<file path="src/rtl/sync_sched_pkg.sv">
// Shared constants and the timer-slot record for the pulse delay scheduler.
package sync_sched_pkg;
  localparam int N_REQ_DEF  = 4;
  localparam int DLY_W_DEF  = 8;
  localparam int DEPTH_DEF  = 4;

  // Slot record fields are sized for the largest supported configuration.
  localparam int SLOT_ID_W  = 8;
  localparam int SLOT_CNT_W = 32;

  function automatic int sel_w(input int n);
    return (n > 1) ? $clog2(n) : 1;
  endfunction

  typedef struct packed {
    logic                  busy;
    logic [SLOT_ID_W-1:0]  id;
    logic [SLOT_CNT_W-1:0] count;
  } slot_t;
endpackage

</file>
<file path="src/rtl/sched_slot.sv">
// One countdown timer slot: load, decrement to zero, expire and free.
module sched_slot
  import sync_sched_pkg::*;
(
  input  logic                  clk,
  input  logic                  reset,
  input  logic                  load,
  input  logic [SLOT_ID_W-1:0]  load_id,
  input  logic [SLOT_CNT_W-1:0] load_cnt,
  output logic                  busy,
  output logic [SLOT_ID_W-1:0]  id,
  output logic                  expire,
  output logic                  expire_next
);
  slot_t slot_q, slot_d;

  assign busy        = slot_q.busy;
  assign id          = slot_q.id;
  assign expire      = slot_q.busy && (slot_q.count == '0);
  assign expire_next = slot_q.busy && (slot_q.count == SLOT_CNT_W'(1));

  always_comb begin
    slot_d = slot_q;
    if (expire)
      slot_d.busy = 1'b0;
    else if (slot_q.busy)
      slot_d.count = slot_q.count - SLOT_CNT_W'(1);
    // A grant may reuse the slot at the same edge it expires.
    if (load) begin
      slot_d.busy  = 1'b1;
      slot_d.id    = load_id;
      slot_d.count = load_cnt;
    end
  end

  always_ff @(posedge clk) begin
    if (!reset) slot_q <= '0;
    else        slot_q <= slot_d;
  end
endmodule

</file>
<file path="src/rtl/pulse_delay_sched.sv">
// Round-robin request scheduler feeding a pool of countdown slots that emit delayed strobes.
module pulse_delay_sched
  import sync_sched_pkg::*;
#(
  parameter int N_REQ = N_REQ_DEF,
  parameter int DLY_W = DLY_W_DEF,
  parameter int DEPTH = DEPTH_DEF,
  localparam int SEL_W = sel_w(N_REQ)
) (
  input  logic             clk,
  input  logic             reset,
  input  logic             cfg_we,
  input  logic [SEL_W-1:0] cfg_sel,
  input  logic [DLY_W-1:0] cfg_dly,
  input  logic [N_REQ-1:0] req,
  input  logic             ovf_clr,
  output logic [N_REQ-1:0] out,
  output logic [N_REQ-1:0] pend,
  output logic [N_REQ-1:0] ovf,
  output logic             full
);
  localparam int IDX_W = sel_w(DEPTH);

  logic [N_REQ-1:0][DLY_W-1:0] dly_q, dly_d;
  logic [N_REQ-1:0]            pend_q, pend_d, ovf_q, ovf_d, out_q, out_d;
  logic [SEL_W-1:0]            last_q, last_d;

  logic [DEPTH-1:0]                s_busy, s_exp, s_expn, load;
  logic [DEPTH-1:0][SLOT_ID_W-1:0] s_id;
  logic                            free_found, gnt_found, gnt;
  logic [IDX_W-1:0]                free_idx;
  logic [SEL_W-1:0]                gnt_id;
  logic [N_REQ-1:0]                gnt_vec, dup;
  logic [SLOT_ID_W-1:0]            load_id;
  logic [SLOT_CNT_W-1:0]           load_cnt;

  assign out  = out_q;
  assign pend = pend_q;
  assign ovf  = ovf_q;
  assign full = &s_busy;

  assign load_id  = SLOT_ID_W'(gnt_id);
  assign load_cnt = SLOT_CNT_W'(dly_q[gnt_id]);

  for (genvar s = 0; s < DEPTH; s++) begin : g_slot
    sched_slot u_slot (
      .clk         (clk),
      .reset       (reset),
      .load        (load[s]),
      .load_id     (load_id),
      .load_cnt    (load_cnt),
      .busy        (s_busy[s]),
      .id          (s_id[s]),
      .expire      (s_exp[s]),
      .expire_next (s_expn[s])
    );
  end

  always_comb begin
    free_found = 1'b0;
    free_idx   = '0;
    for (int s = DEPTH-1; s >= 0; s--)
      if (!s_busy[s] || s_exp[s]) begin
        free_found = 1'b1;
        free_idx   = IDX_W'(s);
      end

    // Walk the search order backwards so the first pending requester after last_q wins.
    gnt_found = 1'b0;
    gnt_id    = '0;
    for (int k = N_REQ; k >= 1; k--)
      if (pend_q[(int'(last_q) + k) % N_REQ]) begin
        gnt_found = 1'b1;
        gnt_id    = SEL_W'((int'(last_q) + k) % N_REQ);
      end

    gnt     = gnt_found && free_found;
    gnt_vec = '0;
    if (gnt) gnt_vec[gnt_id] = 1'b1;
    for (int s = 0; s < DEPTH; s++)
      load[s] = gnt && (free_idx == IDX_W'(s));

    // Strobes are registered one cycle ahead of expiry; a zero delay fires straight off the grant.
    out_d = '0;
    dup   = '0;
    for (int i = 0; i < N_REQ; i++) begin
      for (int s = 0; s < DEPTH; s++)
        if (s_expn[s] && (s_id[s] == SLOT_ID_W'(i))) begin
          dup[i]   = dup[i] | out_d[i];
          out_d[i] = 1'b1;
        end
      if (gnt_vec[i] && (dly_q[i] == '0)) begin
        dup[i]   = dup[i] | out_d[i];
        out_d[i] = 1'b1;
      end
    end

    pend_d = (pend_q & ~gnt_vec) | req;
    ovf_d  = (ovf_clr ? '0 : ovf_q) | (req & pend_q & ~gnt_vec) | dup;
    last_d = gnt ? gnt_id : last_q;

    dly_d = dly_q;
    if (cfg_we && (int'(cfg_sel) < N_REQ)) dly_d[cfg_sel] = cfg_dly;
  end

  always_ff @(posedge clk) begin
    if (!reset) begin
      dly_q  <= '0;
      pend_q <= '0;
      ovf_q  <= '0;
      out_q  <= '0;
      last_q <= SEL_W'(N_REQ-1);
    end else begin
      dly_q  <= dly_d;
      pend_q <= pend_d;
      ovf_q  <= ovf_d;
      out_q  <= out_d;
      last_q <= last_d;
    end
  end
endmodule
</file>
<file path="config.mk">
export PLATFORM = sky130hd
export DESIGN_NAME = pulse_delay_sched
export DESIGN_NICKNAME = d
export VERILOG_FILES = /design/src/rtl/sync_sched_pkg.sv /design/src/rtl/sched_slot.sv /design/src/rtl/pulse_delay_sched.sv
export SDC_FILE = /design/constraint.sdc
export NUM_CORES = 1
export LEC_CHECK = 0
export BUFFER_PORTS_ARGS = -buffer_cell sky130_fd_sc_hd__buf_2
export CAP_MARGIN = 10
export CELL_PAD_IN_SITES_DETAIL_PLACEMENT = 0
export CELL_PAD_IN_SITES_GLOBAL_PLACEMENT = 2
export CORE_ASPECT_RATIO = 1.2
export CORE_MARGIN = 1
export CORE_UTILIZATION = 42
export DETAILED_ROUTE_END_ITERATION = 6
export GPL_ROUTABILITY_DRIVEN = 0
export PLACE_DENSITY = 0.87
export SYNTH_ARGS = -nofsm -noshare
export SYNTH_HDL_FRONTEND = slang
export SYNTH_HIERARCHICAL = 1
export SYNTH_SLANG_ARGS = --single-unit
</file>
<file path="constraint.sdc">
create_clock -name clk -period 5.1 [get_ports clk]
set_input_delay 0.51 -clock clk [delete_from_list [all_inputs] [get_ports clk]]
set_output_delay 0.51 -clock clk [all_outputs]
set_load 0.005 [all_outputs]
</file>
Yosys cells after proc, flatten, opt, wreduce, memory -nomap -nowiden. Index checks and enable logic that the tools add are counted.

Bits in registers: 186. Latch bits: 0. Bits in writable memories: 0. Memory bits (read-only): 0. Input bits: 18. Output and inout port bits: 13. Word-level logic and storage cells: 261. Memories: 0.

$add $sub $neg: 8. Multipliers: 0. Div/mod/pow operators: 0. Order comparisons: 8. Equality and inequality tests: 23. Shift operators: 0. Multiplexer cells: 89. Bitwise logic cells: 28. Reductions and logical operators: 81.

Operators by type and width (count): 32-bit two-way mux (8); 41-bit two-way mux (4); 32-bit by 1-bit == test with 1-bit output, second input constant (4); 32-bit zero test (4); 32-bit by 1-bit subtractor with 32-bit output, second input constant (4); 8-bit zero test (8); 1-bit two-way mux (57); 1-bit logical AND (35); 32-bit bitwise mux (1); 2-bit == test, second input constant (10); 8-bit binary-select mux with 2-bit select (1); 8-bit demux with 2-bit select (1); 3-bit by 4-bit < comparator with 1-bit output, second input constant (4); 2-bit two-way mux (8); 8-bit two-way mux (2); 2-bit AND reduction (8); 2-bit nonzero test (8); 2-bit OR reduction (8); 4-bit bitwise AND (3); 1-bit bitwise OR (12); 4-bit bitwise OR (3); 2-bit by 1-bit == test with 1-bit output, second input constant (5); 1-bit binary-select mux with 2-bit select (4); 4-bit two-way mux (2); 13 further kinds (33).

Longest topological paths before layout. Gate-level depths: netlist of the first run.

Depth in word-level cells: 19. Depth in mapped cells: 13. Mapped depth without buffers: 12.

Cells and area by module. The synthesis of the first run kept the hierarchy.

By module, submodules not included: sched_slot at g_slot[0].u_slot ... (instances 2, cells each 294, area an instance 2364.8 µm², seq. area each 820.8 µm²); sched_slot at g_slot[2].u_slot ... (instances 2, cells each 277, area an instance 2301.0 µm², seq. area each 820.8 µm²); pulse_delay_sched (instances 1, cells each 314, area an instance 2711.4 µm², seq. area each 920.9 µm²).

Least setup slack after synthesis of the first run. Ideal clock, no wire load.

Path kind: register to register. From: register g_slot[1].u_slot/slot_q[8] (netlist name). To: register g_slot[1].u_slot.slot_q, in the netlist g_slot[1].u_slot/id[1]. Setup time: 0.128 ns. Data arrival time: 2.991 ns. Data required time: 4.972 ns. Slack: 1.981 ns. Cell stages (with the launch flop): 12. Clock period less this slack: 3.119 ns. Cell sequence: dfxtp_1 or4_1 clkbuf_1 nor4_1 nand2_1 nor3_1 inv_1 a21oi_1 clkbuf_1 buf_1 mux2i_1 nor2_1.

Word-level cells in the longest chain between the ends: 7.

Ends and longest elaborated chain: start: declaration (line sched_slot.sv:15) `slot_t slot_q, slot_d;`; start signal: assignment (line sched_slot.sv:38) `else slot_q <= slot_d;`; 32-bit zero test (*) (line sched_slot.sv:19) `assign expire = slot_q.busy && (slot_q.count == '0);`; 1-bit logical AND (*) (line sched_slot.sv:19); via s_exp[1] (line pulse_delay_sched.sv:28) `logic [DEPTH-1:0] s_busy, s_exp, s_expn, load;`; 1-bit logical OR (*) (line pulse_delay_sched.sv:63) `if (!s_busy[s] || s_exp[s]) begin`; 2-bit two-way mux / 1-bit two-way mux (equally long branches) (2 in a row) (line pulse_delay_sched.sv:63); 2-bit by 1-bit == test with 1-bit output / 1-bit logical AND (equally long branches) (line pulse_delay_sched.sv:81, pulse_delay_sched.sv:77); 1-bit logical AND (*) (line pulse_delay_sched.sv:81) `load[s] = gnt && (free_idx == IDX_W'(s));`; via load[1] (line pulse_delay_sched.sv:28).

Mark *: on every way through the listed nets, which the timed path passes. The rest lies on a longest branch. A chain may end at the register's enable or synchronous reset.

Worst setup path in the final report of the first run.
From: register g_slot[0].u_slot/slot_q[8] (netlist name). To: register g_slot[1].u_slot/slot_q[27] (netlist name).

Word-level cells in the longest chain between the ends: 7.

Ends and longest elaborated chain (line): start: declaration (sched_slot.sv:15); start signal: assignment (sched_slot.sv:38); 32-bit zero test (*) (sched_slot.sv:19); 1-bit logical AND (*) (sched_slot.sv:19); via s_exp[0] (pulse_delay_sched.sv:28); 1-bit logical OR (*) (pulse_delay_sched.sv:63); 2-bit two-way mux / 1-bit two-way mux (equally long branches) (pulse_delay_sched.sv:63); 2-bit by 1-bit == test with 1-bit output / 1-bit logical AND (equally long branches) (pulse_delay_sched.sv:81, pulse_delay_sched.sv:77); 1-bit logical AND (*) (pulse_delay_sched.sv:81); via load[1] (pulse_delay_sched.sv:28); 2-bit OR reduction (no source line) (*).

Marked as above.

==> impl_metrics.py, run 1 <==
metrics = {
    "clock_network": {
        "clk-insertion-delay-late_ns": 0.54,
        "post_cts_resized": 0,
        "cts_root_buffer": "sky130_fd_sc_hd__clkbuf_16",
        "clk_path_buf_depth": 3,
        "h-tree-depth": 1,
        "tritoncts_clock_tree": "done",
        "postCtsSetupRepairBufs": 0,
        "holdBufCountCts": 0,
        "number_of_buffers_added_by_the_clock_tree_synthesis_step": 25,
        "clock-sinks": 210,
        "clk_pin_slew_worst_paths_ns": 0.06,
    },
    "power_and_ir_drop": {
        "vdd_ir_drop_max_mv": 0.239,
        "internal_power_mw": 3.21,
        "share_comb_of_total_power_pct": 23.8,
        "leakagePower_nw": 4.90,
        "seq_power_share_pct": 40.2,
        "net-switching-power_mw": 1.63,
        "clock_power_share_pct": 36.0,
        "pwr_density_cell_nw_per_um2": 361,
        "power_switching_share_pct": 33.7,
    },
    "synthesis": {
        "synth_flop_cell": "sky130_fd_sc_hd__dfxtp_1",
        "synth_xor_area_share_pct": 1.31,
        "synth_top_family_by_area": "simple AND/OR/NAND/NOR gates",
        "share_of_the_synthesized_area_in_compound_gates_ao_oa_aoi_oai_pct": 21.3,
        "synth_area_leaders": "sky130_fd_sc_hd__dfxtp_1, sky130_fd_sc_hd__o21ai_0, sky130_fd_sc_hd__mux2i_1, sky130_fd_sc_hd__a31oi_1, sky130_fd_sc_hd__or3_1",
        "number_of_warnings_printed_during_yosys_synthesis": 6,
        "synthDominantAreaCellType": "sky130_fd_sc_hd__dfxtp_1",
        "netlist_area_um2": 12000,
        "synthAdderAreaFrac_pct": 1.17,
        "post_synth.cell_area_avg_um2": 8.27,
        "instance_count_of_the_mapped_netlist": 1456,
        "synth.ff_latch_count": 210,
        "synth_simple_gate_area_share_pct": 29.2,
        "synth_sequential_area_ratio_pct": 34.9,
        "synth_enable_flop_cells": 0,
        "post_synth_mux_area_share_pct": 5.40,
        "async_reset_ff_share_pct": 0,
        "synth_top_area_share_pct": 34.9,
        "post_synth_num_cell_types": 76,
    },
    "drt": {
        "detail_route.iter0.violations": 625,
        "vias_per_cell": 5.57,
        "drt.antenna.violating_nets": 0,
        "wl_per_cell_um": 16.1,
        "vias": 10700,
        "firstDrtPassIters": 5,
        "post-route-drc-count": 0,
        "detail_route.wirelength_mm": 31.1,
    },
    "cells_and_area": {
        "flow.area_growth_from_synthesis_pct": 11.1,
        "mostFrequentLayoutCell": "sky130_fd_sc_hd__dfxtp_1",
        "layout-drive-gt1-share_pct": 9.65,
        "diodes": 0,
        "nets": 1551,
        "layout.cells.most_common_list": "sky130_fd_sc_hd__dfxtp_1, sky130_fd_sc_hd__o21ai_0, sky130_fd_sc_hd__conb_1, sky130_fd_sc_hd__a31oi_1",
    },
    "critical_path": {
        "setup.worst_path.class": "reg -> reg",
        "critPathRequiredTime_ns": 5.58,
        "cp_data_arrival_time_ns": 4.38,
        "crit_fanout": 33,
        "end_kind": "flip-flop",
        "startpoint_types": "flip-flop",
    },
    "sta": {
        "worst_slew_pin_slew_ns": 1.01,
        "final_critical_path_setup_slack_ns": 1.21,
        "slew_headroom_pct": 32.7,
        "timing.final.setup_violations": 0,
        "final.setup.tns_ns": 0,
        "fmaxAchievable_mhz": 257,
        "final_max_slew_viol_count": 0,
        "final_min_period_over_clock_period_pct": 76.3,
        "rsz_0062_raised_after_global_routing": "no",
        "finalCriticalPeriod_ns": 3.89,
        "worst_clock_skew_ns": 0.0233,
        "hold_viol_final": 0,
    },
    "grt": {
        "grt_first_pass_wirelength_mm": 51.9,
        "grt_pass1_vias": 10100,
        "grt_usage_pct": 21.5,
        "grt_start_max_net_pins": 67,
        "overflow": 0,
        "number_of_antenna_violations_at_the_first_check_in_global_routing": 0,
    },
    "place": {
        "portBuffers": 30,
        "preCtsSetupSlack_ns": 1.22,
        "post-dp-hpwl_mm": 20.9,
    },
    "floorplanning": {
        "chipWidth_um": 157,
        "die-area_um2": 29400,
        "dieHeight_um": 187,
        "io_pins": 31,
        "std_cell_rows": 67,
        "core_region_area_um2": 28100,
        "initial_utilization_pct": 42.9,
    },
    "worst_hold_path": {
        "holdCritPathClass": "in -> reg",
    },
    "outcome": {
        "result_of_the_run": "complete, no violations",
    },
    "flow_run": {
        "cap_violations": 0,
    },
}
worst max-delay path: stages, from the launching register on:
cell and delay (ns):
sky130_fd_sc_hd__dfxtp_1 0.33, sky130_fd_sc_hd__or4_1 0.64, sky130_fd_sc_hd__nor4_1 0.46, sky130_fd_sc_hd__nand2_1 0.15, sky130_fd_sc_hd__nor3_1 0.26, sky130_fd_sc_hd__nor2b_1 0.13, sky130_fd_sc_hd__nand2b_1 0.19, sky130_fd_sc_hd__a21oi_2 0.05
sky130_fd_sc_hd__buf_4 0.24, sky130_fd_sc_hd__inv_1 0.54, sky130_fd_sc_hd__buf_4 0.41, sky130_fd_sc_hd__o21ai_0 0.13, sky130_fd_sc_hd__a21oi_1 0.13, sky130_fd_sc_hd__and3_1 0.16
power by group through the flow:
| stage | registers, mW | logic, mW | clock network [mW] |
|---|---|---|---|
| global placement | 1.97 | 1.15 | 0 |
| CTS | 1.94 | 1.16 | 1.80 |
| floorplan | 1.92 | 0.941 | 0 |
| detailed placement | 1.98 | 1.15 | 0 |
| finish | 1.94 | 1.15 | 1.74 |
| global route | 1.97 | 1.30 | 1.87 |
cell usage after synthesis, types with 5 or more instances:
master / instances
sky130_fd_sc_hd__a211oi_1: 23
sky130_fd_sc_hd__a21boi_0: 6
sky130_fd_sc_hd__a21oi_1: 42
sky130_fd_sc_hd__a311oi_1: 8
sky130_fd_sc_hd__a31oi_1: 84
sky130_fd_sc_hd__and2_1: 6
sky130_fd_sc_hd__and3_1: 19
sky130_fd_sc_hd__and4_1: 16
sky130_fd_sc_hd__buf_1: 6
sky130_fd_sc_hd__buf_4: 32
sky130_fd_sc_hd__buf_6: 11
sky130_fd_sc_hd__clkbuf_1: 72
sky130_fd_sc_hd__dfxtp_1: 210
sky130_fd_sc_hd__ha_1: 8
sky130_fd_sc_hd__inv_1: 26
sky130_fd_sc_hd__mux2i_1: 65
sky130_fd_sc_hd__nand2_1: 79
sky130_fd_sc_hd__nand2b_1: 12
sky130_fd_sc_hd__nand3_1: 34
sky130_fd_sc_hd__nand4_1: 23
sky130_fd_sc_hd__nand4b_1: 5
sky130_fd_sc_hd__nor2_1: 80
sky130_fd_sc_hd__nor2b_1: 40
sky130_fd_sc_hd__nor3_1: 48
sky130_fd_sc_hd__nor3b_1: 7
sky130_fd_sc_hd__nor4_1: 53
sky130_fd_sc_hd__nor4b_1: 9
sky130_fd_sc_hd__o21a_1: 7
sky130_fd_sc_hd__o21ai_0: 140
sky130_fd_sc_hd__o311a_1: 6
sky130_fd_sc_hd__o31a_1: 10
sky130_fd_sc_hd__o31ai_1: 32
sky130_fd_sc_hd__o41ai_1: 12
sky130_fd_sc_hd__or2_2: 11
sky130_fd_sc_hd__or3_1: 62
sky130_fd_sc_hd__or3_2: 6
sky130_fd_sc_hd__or4_1: 38
sky130_fd_sc_hd__or4_2: 10
sky130_fd_sc_hd__or4_4: 10
sky130_fd_sc_hd__or4b_2: 8
sky130_fd_sc_hd__xnor2_1: 18
metrics by stage:
step / cell area, µm² / utilization [%] / power [mW] / hold slack, ns / std cells
final: 13400 / 47.7 / 4.84 / 0.195 / 1923
after global routing: 13400 / 47.7 / 5.14 / 0.188 / 1923
after global placement: 12600 / 44.8 / 3.12 / 0.473 / 1877
after CTS: 13400 / 47.7 / 4.90 / 0.176 / 1923
after detailed placement: 12600 / 44.8 / 3.13 / 0.485 / 1877
after floorplan: 12500 / - / 2.86 / 0.462 / 1575
registers in the layout (all words and copies together) (netlist names):
name,count
g_slot.u_slot/id,32
g_slot.u_slot/slot_q,128
ovf,4
last_q,2
pend,4
g_slot.u_slot/busy,4
dly_q,32
out,4
cells by family after synthesis:
logic type      after synthesis
mux                          65
simple gates                592
xor+xnor                     18
compound gates              403
other cells                   1
fa+ha+maj                    12
flops                       210
buf+inv                     155
final cells by class:
| type | count | area [µm²] |
|---|---|---|
| inverter | 30 | 116 |
| clock inverter | 9 | 62.6 |
| timing repair buffer | 48 | 288 |
| multi-input combinational | 1210 | 7500 |
| tap | 379 | 474 |
| clock buffer | 37 | 741 |
| sequential | 210 | 4200 |
| fill | 2805 | 14700 |
layer usage:
metal | share of wire (%) | track usage (%) | wire (µm) | vias up
met1 | 48 | 28.3 | 14900 | 4996
met3 | 3.0 | 2.68 | 926 | 40
met4 | 1.9 | 5.54 | 600 | 0
met2 | 47 | 36.6 | 14700 | 111
met5 | 0 | 0 | 0 | -
li1 | - | - | - | 5569
worst paths after layout:
path,slack [ns],depth (start not counted),endpoint,start
worst max-delay path,1.21,13,g_slot[1].u_slot/slot_q[27]$_SDFFE_PN0P_,g_slot[0].u_slot/slot_q[8]$_SDFFE_PN0P_
worst min-delay path,0.20,2,pend[2]$_SDFF_PN0_,req[2]
worst max register to register,1.21,13,g_slot[1].u_slot/slot_q[27]$_SDFFE_PN0P_,g_slot[0].u_slot/slot_q[8]$_SDFFE_PN0P_
worst min register to register,0.50,2,g_slot[3].u_slot/id[4]$_SDFFE_PN0P_,g_slot[3].u_slot/id[4]$_SDFFE_PN0P_
Power figures use the tool's default switching activity.
==> inputs of run 2 (changes only) <==
- ABC_AREA: unset -> 1
- CORE_UTILIZATION: 42 -> 35
- PLACE_DENSITY: 0.87 -> 0.82
- clock period: 5.1 -> 3.61 ns (I/O delays scaled with it)
==> impl_metrics.py, run 2 <==
metrics = {
    "flow_run": {
        "cap_violations": 0,
    },
    "clock_network": {
        "clk_pin_slew_worst_paths_ns": 0.06,
        "clk_path_buf_depth": 3,
        "h-tree-depth": 1,
        "cts_root_buffer": "sky130_fd_sc_hd__clkbuf_16",
        "clk-insertion-delay-late_ns": 0.56,
        "tritoncts_clock_tree": "done",
        "clock-sinks": 210,
        "number_of_buffers_added_by_the_clock_tree_synthesis_step": 26,
    },
    "critical_path": {
        "crit_fanout": 25,
        "critical_path.cell_chain": "inv_1, ha_1, nand2_2, nor2_8, nand3_4, nor3_1, nor2_1, nor2_2, inv_1, nand2_4, clkinv_2, nor2_1, nand2_1, nand2_1",
        "end_kind": "flip-flop",
        "critPathRequiredTime_ns": 4.11,
        "setup.worst_path.class": "reg -> reg",
        "r2r-start": "g_slot[0].u_slot/slot_q[0]$_SDFFE_PN0P_",
        "startpoint_types": "flip-flop",
        "crit_path_max_incr_delay_ns": 0.40,
        "timing.critical_path.from": "g_slot[0].u_slot/slot_q[0]$_SDFFE_PN0P_",
        "slowest_stage": "sky130_fd_sc_hd__clkinv_2",
        "cp_data_arrival_time_ns": 3.72,
    },
    "synthesis": {
        "synth_enable_flop_cells": 0,
        "async_reset_ff_share_pct": 0,
        "synth_area_leaders": "sky130_fd_sc_hd__dfxtp_1, sky130_fd_sc_hd__nand2_1, sky130_fd_sc_hd__nor2_1, sky130_fd_sc_hd__nand3_1, sky130_fd_sc_hd__inv_1",
        "synth.ff_latch_count": 210,
        "post_synth.cell_area_avg_um2": 6.11,
        "number_of_warnings_printed_during_yosys_synthesis": 6,
        "instance_count_of_the_mapped_netlist": 2264,
        "synth_flop_cell": "sky130_fd_sc_hd__dfxtp_1",
        "synth_sequential_area_ratio_pct": 30.4,
        "synth_top_area_share_pct": 30.4,
        "synth_most_common_cell": "sky130_fd_sc_hd__nand2_1",
        "synthDominantAreaCellType": "sky130_fd_sc_hd__dfxtp_1",
        "commonest_cells_in_the_synthesized_netlist": "sky130_fd_sc_hd__nand2_1, sky130_fd_sc_hd__nor2_1, sky130_fd_sc_hd__dfxtp_1, sky130_fd_sc_hd__inv_1, sky130_fd_sc_hd__nand3_1",
        "netlist_area_um2": 13800,
        "post_synth_num_cell_types": 44,
    },
    "worst_hold_path": {
        "holdCritPathClass": "in -> reg",
        "min-delay-start": "req[1]",
    },
    "place": {
        "preCtsSetupSlack_ns": 0.398,
        "portBuffers": 30,
        "postPlaceCellArea_um2": 14700,
        "post-dp-hpwl_mm": 31.0,
    },
    "drt": {
        "met3_wl_mm": 1.34,
        "detail_route.iter0.violations": 767,
        "firstDrtPassIters": 5,
        "route.top_layer_used": "met5",
        "m1WireLength_mm": 19.3,
        "vias_per_cell": 4.70,
        "detail_route.wirelength_mm": 43.0,
        "post-route-drc-count": 0,
        "route.met2.wl_mm": 21.6,
        "wl_per_cell_um": 14.8,
        "vias": 13700,
        "drt.antenna.violating_nets": 0,
    },
    "sta": {
        "final_max_slew_viol_count": 0,
        "slew_headroom_pct": 34.8,
        "final_critical_path_setup_slack_ns": 0.395,
        "finalCriticalPeriod_ns": 3.21,
        "final.setup.tns_ns": 0,
        "fmaxAchievable_mhz": 311,
        "rsz_0062_raised_after_global_routing": "no",
        "worst_slew_pin_slew_ns": 0.970,
        "timing.final.setup_violations": 0,
        "final_min_period_over_clock_period_pct": 89.0,
        "hold_viol_final": 0,
        "worst_clock_skew_ns": 0.0251,
    },
    "grt": {
        "grt_start_max_net_pins": 91,
        "grt_pass1_vias": 12900,
        "overflow": 0,
        "grt_usage_pct": 21.8,
        "grt_first_pass_wirelength_mm": 69.5,
        "number_of_antenna_violations_at_the_first_check_in_global_routing": 3,
    },
    "cells_and_area": {
        "layout.cells.most_common_list": "sky130_fd_sc_hd__nand2_1, sky130_fd_sc_hd__nor2_1, sky130_fd_sc_hd__dfxtp_1, sky130_fd_sc_hd__inv_1, sky130_fd_sc_hd__nand3_1",
        "largest_register_ffs": 128,
        "most_flops_register": "g_slot.u_slot/slot_q",
        "nets": 2387,
        "finalCoreUtilization_pct": 40.2,
        "layout.cell_area.non_filler_um2": 15600,
        "flow.area_growth_from_synthesis_pct": 12.8,
        "mostFrequentLayoutCell": "sky130_fd_sc_hd__nand2_1",
        "layout-drive-gt1-share_pct": 8.53,
        "fill_cells": 4303,
    },
    "power_and_ir_drop": {
        "vdd_ir_drop_max_mv": 0.502,
        "pwr_density_cell_nw_per_um2": 937,
        "leakagePower_nw": 7.31,
    },
    "floorplanning": {
        "std_cell_rows": 79,
        "core_region_area_um2": 38800,
        "initial_utilization_pct": 35.6,
        "io_pins": 31,
        "dieHeight_um": 220,
        "chipWidth_um": 183,
        "die-area_um2": 40300,
    },
    "outcome": {
        "result_of_the_run": "complete, no violations",
    },
}
## run 2: cell types whose count changed after synthesis, moves of 62 or more
cell and change:
sky130_fd_sc_hd__nand2_1 +442, sky130_fd_sc_hd__nor2_1 +414, sky130_fd_sc_hd__or3_1 -62, sky130_fd_sc_hd__a31oi_1 -80, sky130_fd_sc_hd__a21oi_1 +65, sky130_fd_sc_hd__nand3_1 +132, sky130_fd_sc_hd__inv_1 +181
## run 2: critical path: cells and delay by family (launching register included)
kind,cells,cell delay (ns)
simple gates,10,1.80
buf+inv,3,0.73
flops,1,0.34
fa+ha+maj,1,0.24
## run 2: final timing paths
check / endpoint / slack [ns] / depth (start not counted)
setup / recovery: g_slot[0].u_slot/slot_q[16]$_SDFFE_PN0P_ / 0.40 / 14
hold / removal: pend[1]$_SDFF_PN0_ / 0.03 / 3
setup reg to reg: g_slot[0].u_slot/slot_q[16]$_SDFFE_PN0P_ / 0.40 / 14
hold reg to reg: dly_q[13]$_SDFFE_PN0P_ / 0.47 / 2
## run 2: final cells by class
class	count	area, µm²	share of cell area, %
antenna	2	5.00	0.0321
clock buffer	41	787	5.04
clock inverter	7	96.3	0.617
inverter	218	823	5.28
multi-input combinational	1849	8670	55.5
sequential	210	4200	26.9
tap	526	658	4.22
timing repair buffer	56	365	2.34
## run 2: where the power goes
part / switching, mW / total (mW) / internal [mW]
logic: 5.66 / 8.41 / 2.75
registers: 0.621 / 3.47 / 2.85
clock network: 1.11 / 2.74 / 1.63
total: 7.39 / 14.6 / 7.23
## run 2: repair_timing
action | CTS | global route
hold buffers | 2 | 0
resized for setup | 0 | 0
hold endpoints to repair | 2 | 0
buffers inserted | 0 | 0
## run 2: stage by stage
| step | hold WS, ns | cells | total power, mW |
|---|---|---|---|
| finish | 0.0312 | 2909 | 14.6 |
| detailed placement | 0.459 | 2857 | 12.0 |
| CTS | 0.00156 | 2907 | 14.8 |
| global route | 0.0215 | 2909 | 16.1 |
| floorplan | 0.440 | 2383 | 9.88 |
| global placement | 0.458 | 2857 | 12.0 |
## run 2: cells by family after synthesis
| group | share of synthesized area (%) |
|---|---|
| simple gates | 41.6 |
| buf+inv | 10.3 |
| compound gates | 12.3 |
| flops | 30.4 |
| xor+xnor | 3.93 |
| mux | 0.724 |
| fa+ha+maj | 0.724 |
| other cells | 0.0271 |
## run 2: layer usage
metal  track usage [%]  vias to the layer above
met5                 0                        -
met4              5.81                        2
met3              2.35                       45
met2              39.7                      167
met1              26.9                     6193
li1                  -                     7262
